File: config.mk
export PLATFORM = sky130hd
export DESIGN_NAME = alu_sequencer
export DESIGN_NICKNAME = d
export VERILOG_FILES = /design/src/rtl/alu_sequencer.sv
export SDC_FILE = /design/constraint.sdc
export NUM_CORES = 1
export LEC_CHECK = 0
export CAP_MARGIN = 20
export CELL_PAD_IN_SITES_DETAIL_PLACEMENT = 2
export CELL_PAD_IN_SITES_GLOBAL_PLACEMENT = 2
export CORE_ASPECT_RATIO = 2
export CORE_MARGIN = 10
export CORE_UTILIZATION = 32
export CTS_CLUSTER_SIZE = 16
export DETAILED_ROUTE_END_ITERATION = 7
export MAX_ROUTING_LAYER = met4
export PLACE_DENSITY = 0.95
export SETUP_SLACK_MARGIN = 0.1
export SYNTH_ARGS = -nofsm -noshare
export SYNTH_HDL_FRONTEND = slang
export SYNTH_SLANG_ARGS = --single-unit
File: constraint.sdc
create_clock -name clk -period 3.8 [get_ports clk]
set_input_delay 0.76 -clock clk [delete_from_list [all_inputs] [get_ports clk]]
set_output_delay 0.76 -clock clk [all_outputs]
set_load 0.02 [all_outputs]
File: src/rtl/alu_sequencer.sv
// Purpose: control unit for the 8-bit accumulator ALU; owns acc, operand latch, op strobes and Z/C/N flags.
// Latency: legal op retires (done) 3 cycles after handshake, NOP/illegal 1 cycle after; strobe in cycle T+2.
// Backpressure: instr_ready only in IDLE (and not in reset); requester holds instr_valid until accepted.
module alu_sequencer #(
   parameter int WIDTH = 8,
   parameter int OPW   = 4
) (
   input  logic             clk,
   input  logic             rst,
   input  logic             instr_valid,
   output logic             instr_ready,
   input  logic [OPW-1:0]   instr_op,
   input  logic [WIDTH-1:0] instr_operand,
   output logic [WIDTH-1:0] alu_acc,
   output logic [WIDTH-1:0] alu_bus,
   input  logic [WIDTH-1:0] alu_z,
   output logic             op_add,
   output logic             op_sub,
   output logic             op_comp,
   output logic             op_and,
   output logic             op_or,
   output logic             op_xor,
   output logic             done,
   output logic             err,
   output logic             flag_z,
   output logic             flag_c,
   output logic             flag_n
);

   typedef enum logic [1:0] {IDLE, SETUP, EXEC, WB} state_t;

   localparam logic [OPW-1:0] OP_NOP = OPW'(0);
   localparam logic [OPW-1:0] OP_LDA = OPW'(1);
   localparam logic [OPW-1:0] OP_ADD = OPW'(2);
   localparam logic [OPW-1:0] OP_SUB = OPW'(3);
   localparam logic [OPW-1:0] OP_CMP = OPW'(4);
   localparam logic [OPW-1:0] OP_AND = OPW'(5);
   localparam logic [OPW-1:0] OP_OR  = OPW'(6);
   localparam logic [OPW-1:0] OP_XOR = OPW'(7);

   // strobe vector bit positions
   localparam int SB_ADD = 0;
   localparam int SB_SUB = 1;
   localparam int SB_CMP = 2;
   localparam int SB_AND = 3;
   localparam int SB_OR  = 4;
   localparam int SB_XOR = 5;

   state_t           state_q, state_d;
   logic [OPW-1:0]   op_q, op_d;
   logic [WIDTH-1:0] bus_q, bus_d;
   logic [WIDTH-1:0] acc_q, acc_d;
   logic [5:0]       strb_q, strb_d;
   logic             done_q, done_d;
   logic             err_q, err_d;
   logic             fz_q, fz_d;
   logic             fc_q, fc_d;
   logic             fn_q, fn_d;

   // Flag arithmetic is done here at WIDTH+1 bits; the ALU has no compare path,
   // so CMP flags cannot come from alu_z. Top bit of diff_w is the borrow.
   logic [WIDTH:0]   sum_w;
   logic [WIDTH:0]   diff_w;
   logic [WIDTH-1:0] res_w;
   logic             carry_w;
   logic             upd_w;
   logic             illegal_w;

   assign sum_w     = {1'b0, acc_q} + {1'b0, bus_q};
   assign diff_w    = {1'b0, acc_q} - {1'b0, bus_q};
   assign illegal_w = (instr_op > OP_XOR);

   assign instr_ready = (state_q == IDLE) && !rst;
   assign alu_acc     = acc_q;
   assign alu_bus     = bus_q;
   assign op_add      = strb_q[SB_ADD];
   assign op_sub      = strb_q[SB_SUB];
   assign op_comp     = strb_q[SB_CMP];
   assign op_and      = strb_q[SB_AND];
   assign op_or       = strb_q[SB_OR];
   assign op_xor      = strb_q[SB_XOR];
   assign done        = done_q;
   assign err         = err_q;
   assign flag_z      = fz_q;
   assign flag_c      = fc_q;
   assign flag_n      = fn_q;

   // Next-state, strobe decode and write-back. Results land on the edge into WB
   // so acc and flags are already updated while done is high.
   always_comb begin
      state_d = state_q;
      op_d    = op_q;
      bus_d   = bus_q;
      acc_d   = acc_q;
      strb_d  = '0;
      done_d  = 1'b0;
      err_d   = 1'b0;
      fz_d    = fz_q;
      fc_d    = fc_q;
      fn_d    = fn_q;
      res_w   = '0;
      carry_w = 1'b0;
      upd_w   = 1'b0;

      case (state_q)
         IDLE: begin
            if (instr_valid && instr_ready) begin
               op_d  = instr_op;
               bus_d = instr_operand;
               if (instr_op == OP_NOP || illegal_w) begin
                  // nothing for the ALU to do: retire on the next cycle
                  state_d = WB;
                  done_d  = 1'b1;
                  err_d   = illegal_w;
               end else begin
                  state_d = SETUP;
               end
            end
         end

         SETUP: begin
            state_d = EXEC;
            case (op_q)
               OP_ADD:  strb_d[SB_ADD] = 1'b1;
               OP_SUB:  strb_d[SB_SUB] = 1'b1;
               OP_CMP:  strb_d[SB_CMP] = 1'b1;
               OP_AND:  strb_d[SB_AND] = 1'b1;
               OP_OR:   strb_d[SB_OR]  = 1'b1;
               OP_XOR:  strb_d[SB_XOR] = 1'b1;
               default: strb_d = '0;
            endcase
         end

         EXEC: begin
            state_d = WB;
            done_d  = 1'b1;
            upd_w   = 1'b1;
            case (op_q)
               OP_LDA: begin acc_d = bus_q; res_w = bus_q;                             end
               OP_ADD: begin acc_d = alu_z; res_w = sum_w[WIDTH-1:0];  carry_w = sum_w[WIDTH];  end
               OP_SUB: begin acc_d = alu_z; res_w = diff_w[WIDTH-1:0]; carry_w = diff_w[WIDTH]; end
               OP_CMP: begin                res_w = diff_w[WIDTH-1:0]; carry_w = diff_w[WIDTH]; end
               OP_AND: begin acc_d = alu_z; res_w = acc_q & bus_q;                     end
               OP_OR:  begin acc_d = alu_z; res_w = acc_q | bus_q;                     end
               OP_XOR: begin acc_d = alu_z; res_w = acc_q ^ bus_q;                     end
               default: upd_w = 1'b0;
            endcase
            if (upd_w) begin
               fz_d = (res_w == '0);
               fc_d = carry_w;
               fn_d = res_w[WIDTH-1];
            end
         end

         WB: begin
            state_d = IDLE;
         end

         default: state_d = IDLE;
      endcase
   end

   // State register; reset discards any in-flight instruction without retiring it.
   always_ff @(posedge clk) begin
      if (rst) begin
         state_q <= IDLE;
         op_q    <= '0;
         bus_q   <= '0;
         acc_q   <= '0;
         strb_q  <= '0;
         done_q  <= 1'b0;
         err_q   <= 1'b0;
         fz_q    <= 1'b0;
         fc_q    <= 1'b0;
         fn_q    <= 1'b0;
      end else begin
         state_q <= state_d;
         op_q    <= op_d;
         bus_q   <= bus_d;
         acc_q   <= acc_d;
         strb_q  <= strb_d;
         done_q  <= done_d;
         err_q   <= err_d;
         fz_q    <= fz_d;
         fc_q    <= fc_d;
         fn_q    <= fn_d;
      end
   end

endmodule

* Word-level counts from Yosys, hierarchy flattened
Cells that the tools add are included.
Operators by class: $add $sub $neg 2, $lt $le $gt $ge 1, eq/ne operators 11, multiplexer cells 18, bitwise logic cells 7, reductions and logical operators 16
Operators by type and width (count):
- $pmux W8 S6 | 1
- $eq A4 B3 Y1 const B | 4
- $pmux W8 S2 | 1
- $mux W1 | 10
- $add A8 B8 Y9 | 1
- $sub A8 B8 Y9 | 1
- $and A8 B8 Y8 | 1
- $eq A4 B2 Y1 const B | 2
- $logic_not A8 Y1 | 1
- $mux W8 | 1
- $or A8 B8 Y8 | 1
- $pmux W2 S4 | 1
- $xor A8 B8 Y8 | 1
- $reduce_or A7 Y1 | 1
- $reduce_and A2 Y1 | 3
- $reduce_or A5 Y1 | 1
- $eq A2 B2 Y1 const B | 2
- $eq A4 B1 Y1 const B | 1
- $gt A4 B3 Y1 const B | 1
- $logic_not A4 Y1 | 1
- $mux W2 | 2
- $not A1 Y1 | 4
- $pmux W1 S2 | 2
- $reduce_or A2 Y1 | 2
- other kinds (8) | 9
Storage, ports and cells: register bits 33, output and inout port bits 28

* Logic depth before layout (Yosys ltp)
Gate-level depths: netlist (run 1).
word-level depth 5, depth in mapped cells 11, gate-level depth less buffers 11

* Worst setup path before layout (run 1)
Ideal clock, no wire load.
kind register to register, from register bus_q[0], in the netlist alu_bus[0], to register fz_q, in the netlist flag_z, arrival time 2269 ps, setup slack 1463 ps, stages on the path, launching flop included 11, buffers on the path 0, clock period less this slack 2337 ps, path through dfxtp_1 -> ha_1 -> inv_1 -> fa_1 -> nor2b_1 -> o21ai_0 -> a21oi_1 -> o41ai_2 -> a2111oi_0 -> nand4_1 -> o21ai_1
Between the ends: longest elaborated chain between the ends 4, elaborated cells between the ends (all ways) 8, those cells by class 2 x add/sub; 2 x mux; 3 x bitwise; 1 x reduce/logical
RTL lines:
- start, declared | RTL line 51 | logic [WIDTH-1:0] bus_q, bus_d;
- start signal, assigned | RTL line 179 | bus_q <= bus_d;
- $sub A8 B8 Y9, or another cell as far along | RTL line 70 | assign diff_w = {1'b0, acc_q} - {1'b0, bus_q};
- $pmux W8 S6 (*) | RTL line 138 | case (op_q)
- $mux W8 (*) | RTL line 105 | case (state_q)
- $logic_not A8 Y1 (*) | RTL line 149 | fz_d = (res_w == '0);
- end signal, assigned | RTL line 184 | fz_q <= fz_d;
- end, declared | RTL line 56 | logic fz_q, fz_d;
Mark *: on every way between the ends. The rest lies on a longest branch, timed or not. The select of a mux whose other input is x is not followed. A chain may end at the register's enable or synchronous reset.

* Final worst setup path (run 1)
from input port rst, to output port instr_ready
Between the ends: longest elaborated chain between the ends 2
RTL lines:
- start, declared | RTL line 9 | input logic rst,
- $logic_not A1 Y1 | RTL line 73 | assign instr_ready = (state_q == IDLE) && !rst;
- $logic_and A1 B1 Y1 | RTL line 73
- end, declared | RTL line 11 | output logic instr_ready,
Every way passes these cells.

==> results of run 1 <==
==> cells in the final DEF (no fill, tap or decap), types with 2 or more instances in the layout <==
master and count:
nand2_1 18, or3_1 3, inv_1 30, clkbuf_16 5, a211oi_1 12, ha_1 28, mux2i_1 10, o31ai_1 10
a2111oi_0 2, a221o_1 2, buf_4 2, a21oi_1 15, nor3_1 6, a31oi_1 3, o21ai_0 13, nor2b_1 4
dfxtp_1 33, a21o_1 3, o221ai_1 2, clkbuf_1 2, xnor2_1 2, nand2b_1 7, o21a_1 3, nor4_1 6
nor2_1 35, clkdlybuf4s50_1 50, nand4_1 4, nand3_1 4, fa_1 2
==> metal layers <==
metal | up-vias | global-route usage, % | part of all wire, %
li1 | 1131 | - | -
met1 | 1186 | 18.8 | 38
met3 | 19 | 2.03 | 2.2
met4 | 0 | 7.70 | 2.8
met2 | 64 | 31.9 | 57
met5 | - | - | 0
==> power by group <==
| part | switching (mW) | internal (mW) | total (mW) |
|---|---|---|---|
| Combinational | 0.483 | 0.339 | 0.822 |
| Sequential | 0.0905 | 0.401 | 0.492 |
| Clock | 0.156 | 0.243 | 0.400 |
==> through the flow <==
step	total power, mW	worst slack (ns)
floorplan	0.998	1.46
global placement	1.24	1.04
global route	1.82	0.757
finish	1.71	0.949
CTS	1.72	0.947
detailed placement	1.30	1.02
==> synth_stat cells (all sizes together) (2+ instances only) <==
cell	number	area share [%]
nor2	36	6.0
dfxtp	33	28
inv	30	4.7
ha	28	15
nand2	18	2.8
a21oi	15	3.1
o21ai	15	3.6
a211oi	12	3.8
mux2i	10	4.2
o31ai	10	3.1
buf	8	1.8
nand2b	7	1.8
clkbuf	6	0.94
nor3	6	1.3
nor4	6	1.6
nand3	4	0.84
nand4	4	1.0
nor2b	4	1.0
a21o	3	0.94
a31oi	3	0.79
o21a	3	0.94
or3	3	0.79
a2111oi	2	0.73
a221o	2	0.84
fa	2	1.7
nor3b	2	0.84
o221ai	2	0.73
o41ai	2	1.0
xnor2	2	0.73
==> critical path: cells and delay by family <==
| kind | cells | cell delay, ns |
|---|---|---|
| buffers and inverters | 2 | 1.11 |
| and+or+nand+nor | 1 | 0.22 |
==> sequential cells by signal (all words and copies together) (netlist names) <==
name     cells
state_q      2
strb_q       6
flag_c       1
alu_bus      8
op_q         4
flag_z       1
err          1
alu_acc      8
flag_n       1
done         1
==> cells by family (layout without fill, tap and decap cells) <==
family | after synthesis | after routing | synth area share, %
compound gates | 77 | 77 | 22.5
xor+xnor | 3 | 3 | 1.10
fa+ha+maj | 30 | 30 | 16.4
buf+inv | 44 | 90 | 7.44
flops | 33 | 33 | 27.7
mux | 11 | 11 | 4.66
simple gates | 97 | 97 | 20.2
==> final cells by class <==
type                    count  share of cell area [%]
multi-input cells         218                    50.1
clock buffers               7                    4.29
well taps                  92                    3.72
inverters                  30                    3.64
repair buffers             52                    16.7
clock inverters             1                   0.243
flip-flops and latches     33                    21.4
==> worst max-delay path by stage <==
stage	depth (start not counted)	slack, ns	end
global placement	3	1.04	instr_ready
finish	3	0.95	instr_ready
CTS	3	0.95	instr_ready
floorplan	10	1.46	flag_z
global route	10	0.76	flag_z
detailed placement	3	1.02	instr_ready
==> impl_metrics.toml, run 1 <==
[clock_tree]
clockRootBuffer = "clkbuf_16"
cts_setup_buffers = 0
cts.clk_slew.worst_paths_ns = 0.05
clock_latency_ns = 0.29
tritoncts = "yes"
clkSinkCount = 33
cts_buffer_depth = 2
postCtsResizedCells = 0
cts_buffers = 5
cts-hold-fix-buffers = 0
h-tree-depth = 2

[outcome]
outcome = "complete, no violations"

[grt]
track_usage_pct = 17.8
grt_pass1_wl_mm = 15.6
grt_pass1_vias = 2807
grt_overflow_total = 0
antenna_found_initial = 0
grt_max_degree = 25

[worst_setup_path]
cp.arrival_ns = 2.09
r2r-end = "flag_z"
ff2ff_path_depth = 10
worst-r2r-setup-slack_ns = 1.02
worst-setup-path-type = "in2out"
crit_chain = "clkdlybuf4s50_1, nor2b_1, clkdlybuf4s50_1"
end_kind = "output pin"
crit_top_cell = "clkdlybuf4s50_1"
cp_max_fo = 3
cpPeakStageDelay_ns = 0.67
required_ns = 3.04
slowest_stage = "clkdlybuf4s50_1"
crit_start = "rst"
cp-start-kind = "primary input"
r2r-start = "alu_bus[0]"

[timing]
hold_slack_ns = 0.511
hold_viol = 0
relSlewSlack_pct = 41.6
setup_viol = 0
setup_tns_ns = 0
rsz0062_at_grt = "no"
slew_viol_final = 0
worstMarginPinSlew_ns = 0.877
fin_skew_ns = 0.00633
period_needed_ns = 2.85
period_share_pct = 75.0
timing.fmax_mhz = 351

[logic_synthesis]
yosys_warnings = 0
synth_cell_type_count = 52
syn-instance-count = 295
ys_seq_area_share_pct = 27.7
synth.avg_cell_area_um2 = 8.09
ys.flop_type = "dfxtp_1"
synthArstFlopShare_pct = 0
synth-seq-cells = 33
syn_nets = 348
synth-edff-count = 0
synth_area_um2 = 2390

[hold_path]
worstHoldPathCells = 2
min_from = "flag_z"
holdPathEnd = "flag_z"
min-delay-path-class = "reg2reg"

[floorplanning]
num_rows = 44
die_w_um = 81.1
ios = 51
initial_core_util_pct = 32.9
die-area_um2 = 11500
coreArea_um2 = 7270
die_h_um = 142

[power_and_ir_drop]
p_leak_nw = 1.13
peakVddDrop_v = 0.000347
power_density_nw_per_um2 = 554

[placement]
numPortBuffers = 50
hpwl_mm = 7.30
dpl.cell_count = 424
place_area_um2 = 2950
gp_congestion = 0.880

[final_layout]
drive_above_1_share_pct = 4.11
syn2layout_area_growth_pct = 29.6
instances_no_fill = 433
fin_nets = 393
multi_input_area_um2 = 1550
stdcell_area_um2 = 3090
fillers = 820
final_util_pct = 42.6
antenna_cells = 0
seq_area_um2 = 661

[detailed_routing]
drt_wl_total_mm = 9.53
drc_errors = 0
drt-vias-per-instance = 5.54
vias = 2400
wire_per_inst_um = 22.0
dr.pass1.iters = 4
final_antenna_net_count = 0
drt_iter0_drc = 149

[flow_run]
maxCapViolCount = 0
Note: power is estimated with default switching activity, not from simulation.
==> run 2, diff against run 1 <==
--- a/config.mk
+++ b/config.mk
@@ -10,11 +10,11 @@
 export CELL_PAD_IN_SITES_GLOBAL_PLACEMENT = 2
 export CORE_ASPECT_RATIO = 2
 export CORE_MARGIN = 10
-export CORE_UTILIZATION = 32
+export CORE_UTILIZATION = 27
 export CTS_CLUSTER_SIZE = 16
 export DETAILED_ROUTE_END_ITERATION = 7
 export MAX_ROUTING_LAYER = met4
-export PLACE_DENSITY = 0.95
+export PLACE_DENSITY = 0.88
 export SETUP_SLACK_MARGIN = 0.1
 export SYNTH_ARGS = -nofsm -noshare
 export SYNTH_HDL_FRONTEND = slang
==> constraint.sdc (replaced) <==
create_clock -name clk -period 2.4 [get_ports clk]
set_input_delay 0.48 -clock clk [delete_from_list [all_inputs] [get_ports clk]]
set_output_delay 0.48 -clock clk [all_outputs]
set_load 0.02 [all_outputs]
==> run 2 against run 1 <==
Compared with the run above:
- combinational power grew 97%
- die area rose by 15%
- non-clock buffer count rose by 22
- setup slack got worse by 0.81 ns
- critical path depth increased by 6
- cell count increased by 6.9%
- total power is 84% higher
- sequential cell count stayed put
- largest cell class unchanged
- highest routed layer unchanged
==> impl_metrics.toml, run 2 (synthesis results as in run 1) <==
[outcome]
outcome = "complete, no violations"

[clock_tree]
cts_buffer_depth = 2
clockRootBuffer = "clkbuf_16"
clkSinkCount = 33
cts_buffers = 5
clock_latency_ns = 0.29
tritoncts = "yes"
h-tree-depth = 2
cts.clk_slew.worst_paths_ns = 0.06

[floorplanning]
initial_core_util_pct = 27.6
die_h_um = 153
ios = 51
num_rows = 48
die-area_um2 = 13200
coreArea_um2 = 8650
die_w_um = 86.5

[placement]
place_area_um2 = 3110
numPortBuffers = 50
pre_cts_slack_ns = -0.0484
dpl.cell_count = 453
hpwl_mm = 7.72
gp_congestion = 0.909

[grt]
track_usage_pct = 16.5
antenna_found_initial = 0
grt_overflow_total = 0
grt_pass1_wl_mm = 16.6
grt_max_degree = 24
grt_pass1_vias = 2870

[timing]
slew_viol_final = 0
relSlewSlack_pct = 57.1
timing.fmax_mhz = 442
hold_viol = 0
period_share_pct = 94.2
worstMarginPinSlew_ns = 0.642
setup_viol = 0
period_needed_ns = 2.26
fin_ws_ns = 0.138
rsz0062_at_grt = "yes"
fin_skew_ns = 0.00522

[worst_setup_path]
end_kind = "register"
cpPeakStageDelay_ns = 0.38
crit_chain = "buf_4, ha_1, nor4_1, nand2_1, a31oi_1, nand4_1, a2111oi_4, nand4_1, o21ai_1"
worst-setup-path-type = "reg2reg"
crit_top_cell = "nand4_1"
cp.arrival_ns = 2.48
required_ns = 2.62
cp_max_fo = 4
cp-start-kind = "register"
slowest_stage = "nor4_1"

[flow_run]
maxCapViolCount = 0

[detailed_routing]
drt_wl_total_mm = 11.0
vias = 2523
final_antenna_net_count = 0
drt-vias-per-instance = 5.45
dr.pass1.iters = 4
wl_met3_um = 262
wire_per_inst_um = 23.7
wl_met1_mm = 4.04
drc_errors = 0
drt_iter0_drc = 127
wl_met2_mm = 6.20
top_layer_used = "met4"

[power_and_ir_drop]
switching_share_pct = 40.9
peakVddDrop_v = 0.000519
internal_power_mw = 1.86
p_comb_share_pct = 51.4
power_density_nw_per_um2 = 910
p_leak_nw = 1.29
p_clk_share_pct = 24.9
switchingPower_mw = 1.29
seq_power_share_pct = 23.7

[final_layout]
syn2layout_area_growth_pct = 44.8
mostFrequentLayoutCells = "clkdlybuf4s50_1 (49), nor2_1 (35), inv_1 (28)"
fin_nets = 415
drive_above_1_share_pct = 18.7
final_common_cell = "clkdlybuf4s50_1"
stdcell_area_um2 = 3460
final_util_pct = 40.0
fillers = 986
antenna_cells = 0
instances_no_fill = 463

[hold_path]
min-delay-path-class = "reg2reg"
## run 2: power groups by stage
stage / logic [mW] / registers (mW) / clock network [mW]
after floorplan: 0.790 / 0.790 / 0
after global placement: 1.34 / 0.733 / 0
after detailed placement: 1.42 / 0.746 / 0
after CTS: 1.51 / 0.739 / 0.792
after global routing: 1.76 / 0.762 / 0.815
final: 1.62 / 0.745 / 0.785
## run 2: what timing repair did
action,in CTS,in global routing
gates resized for setup,11,30
setup buffers,1,1
pin swaps,1,13
setup endpoints to repair,4,3
hold buffers,0,0
## run 2: final cells by class
cell class	count	area, µm²	area share [%]
Inverter	30	115	3.33
Timing Repair Buffer	74	687	19.9
Clock inverter	1	30.0	0.869
Clock buffer	7	143	4.13
Tap cell	100	125	3.62
Sequential cell	33	668	19.3
Multi-Input combinational cell	218	1690	48.9
## run 2: through the flow
stage	power (mW)	TNS (ns)	hold WS [ns]
2_1_floorplan	1.58	0	0.511
3_3_place_gp	2.07	0	0.490
3_5_place_dp	2.17	-0.0847	0.494
4_1_cts	3.04	0	0.513
5_1_grt	3.34	0	0.524
6_report	3.15	0	0.509
## run 2: routing by layer
metal | vias to the layer above | track usage (%)
met5 | - | -
met4 | 0 | 9.00
met3 | 33 | 2.29
met2 | 55 | 29.2
met1 | 1263 | 16.6
li1 | 1172 | -
## run 2: critical path: cells and delay by family, from the launching register on
kind | cells | cell delay [ns]
AOI/OAI and AO/OA | 3 | 0.69
and+or+nand+nor | 4 | 0.79
adders and majority gates | 1 | 0.23
buffers and inverters | 1 | 0.15
DFF | 1 | 0.32
## run 2: final timing paths
| path | from | endpoint | slack, ns | cells after the start |
|---|---|---|---|---|
| min | flag_n | flag_n | 0.51 | 1 |
| max | alu_acc[3] | flag_z | 0.14 | 9 |
| min reg2reg | flag_n | flag_n | 0.51 | 1 |
| max reg2reg | alu_acc[3] | flag_z | 0.14 | 9 |
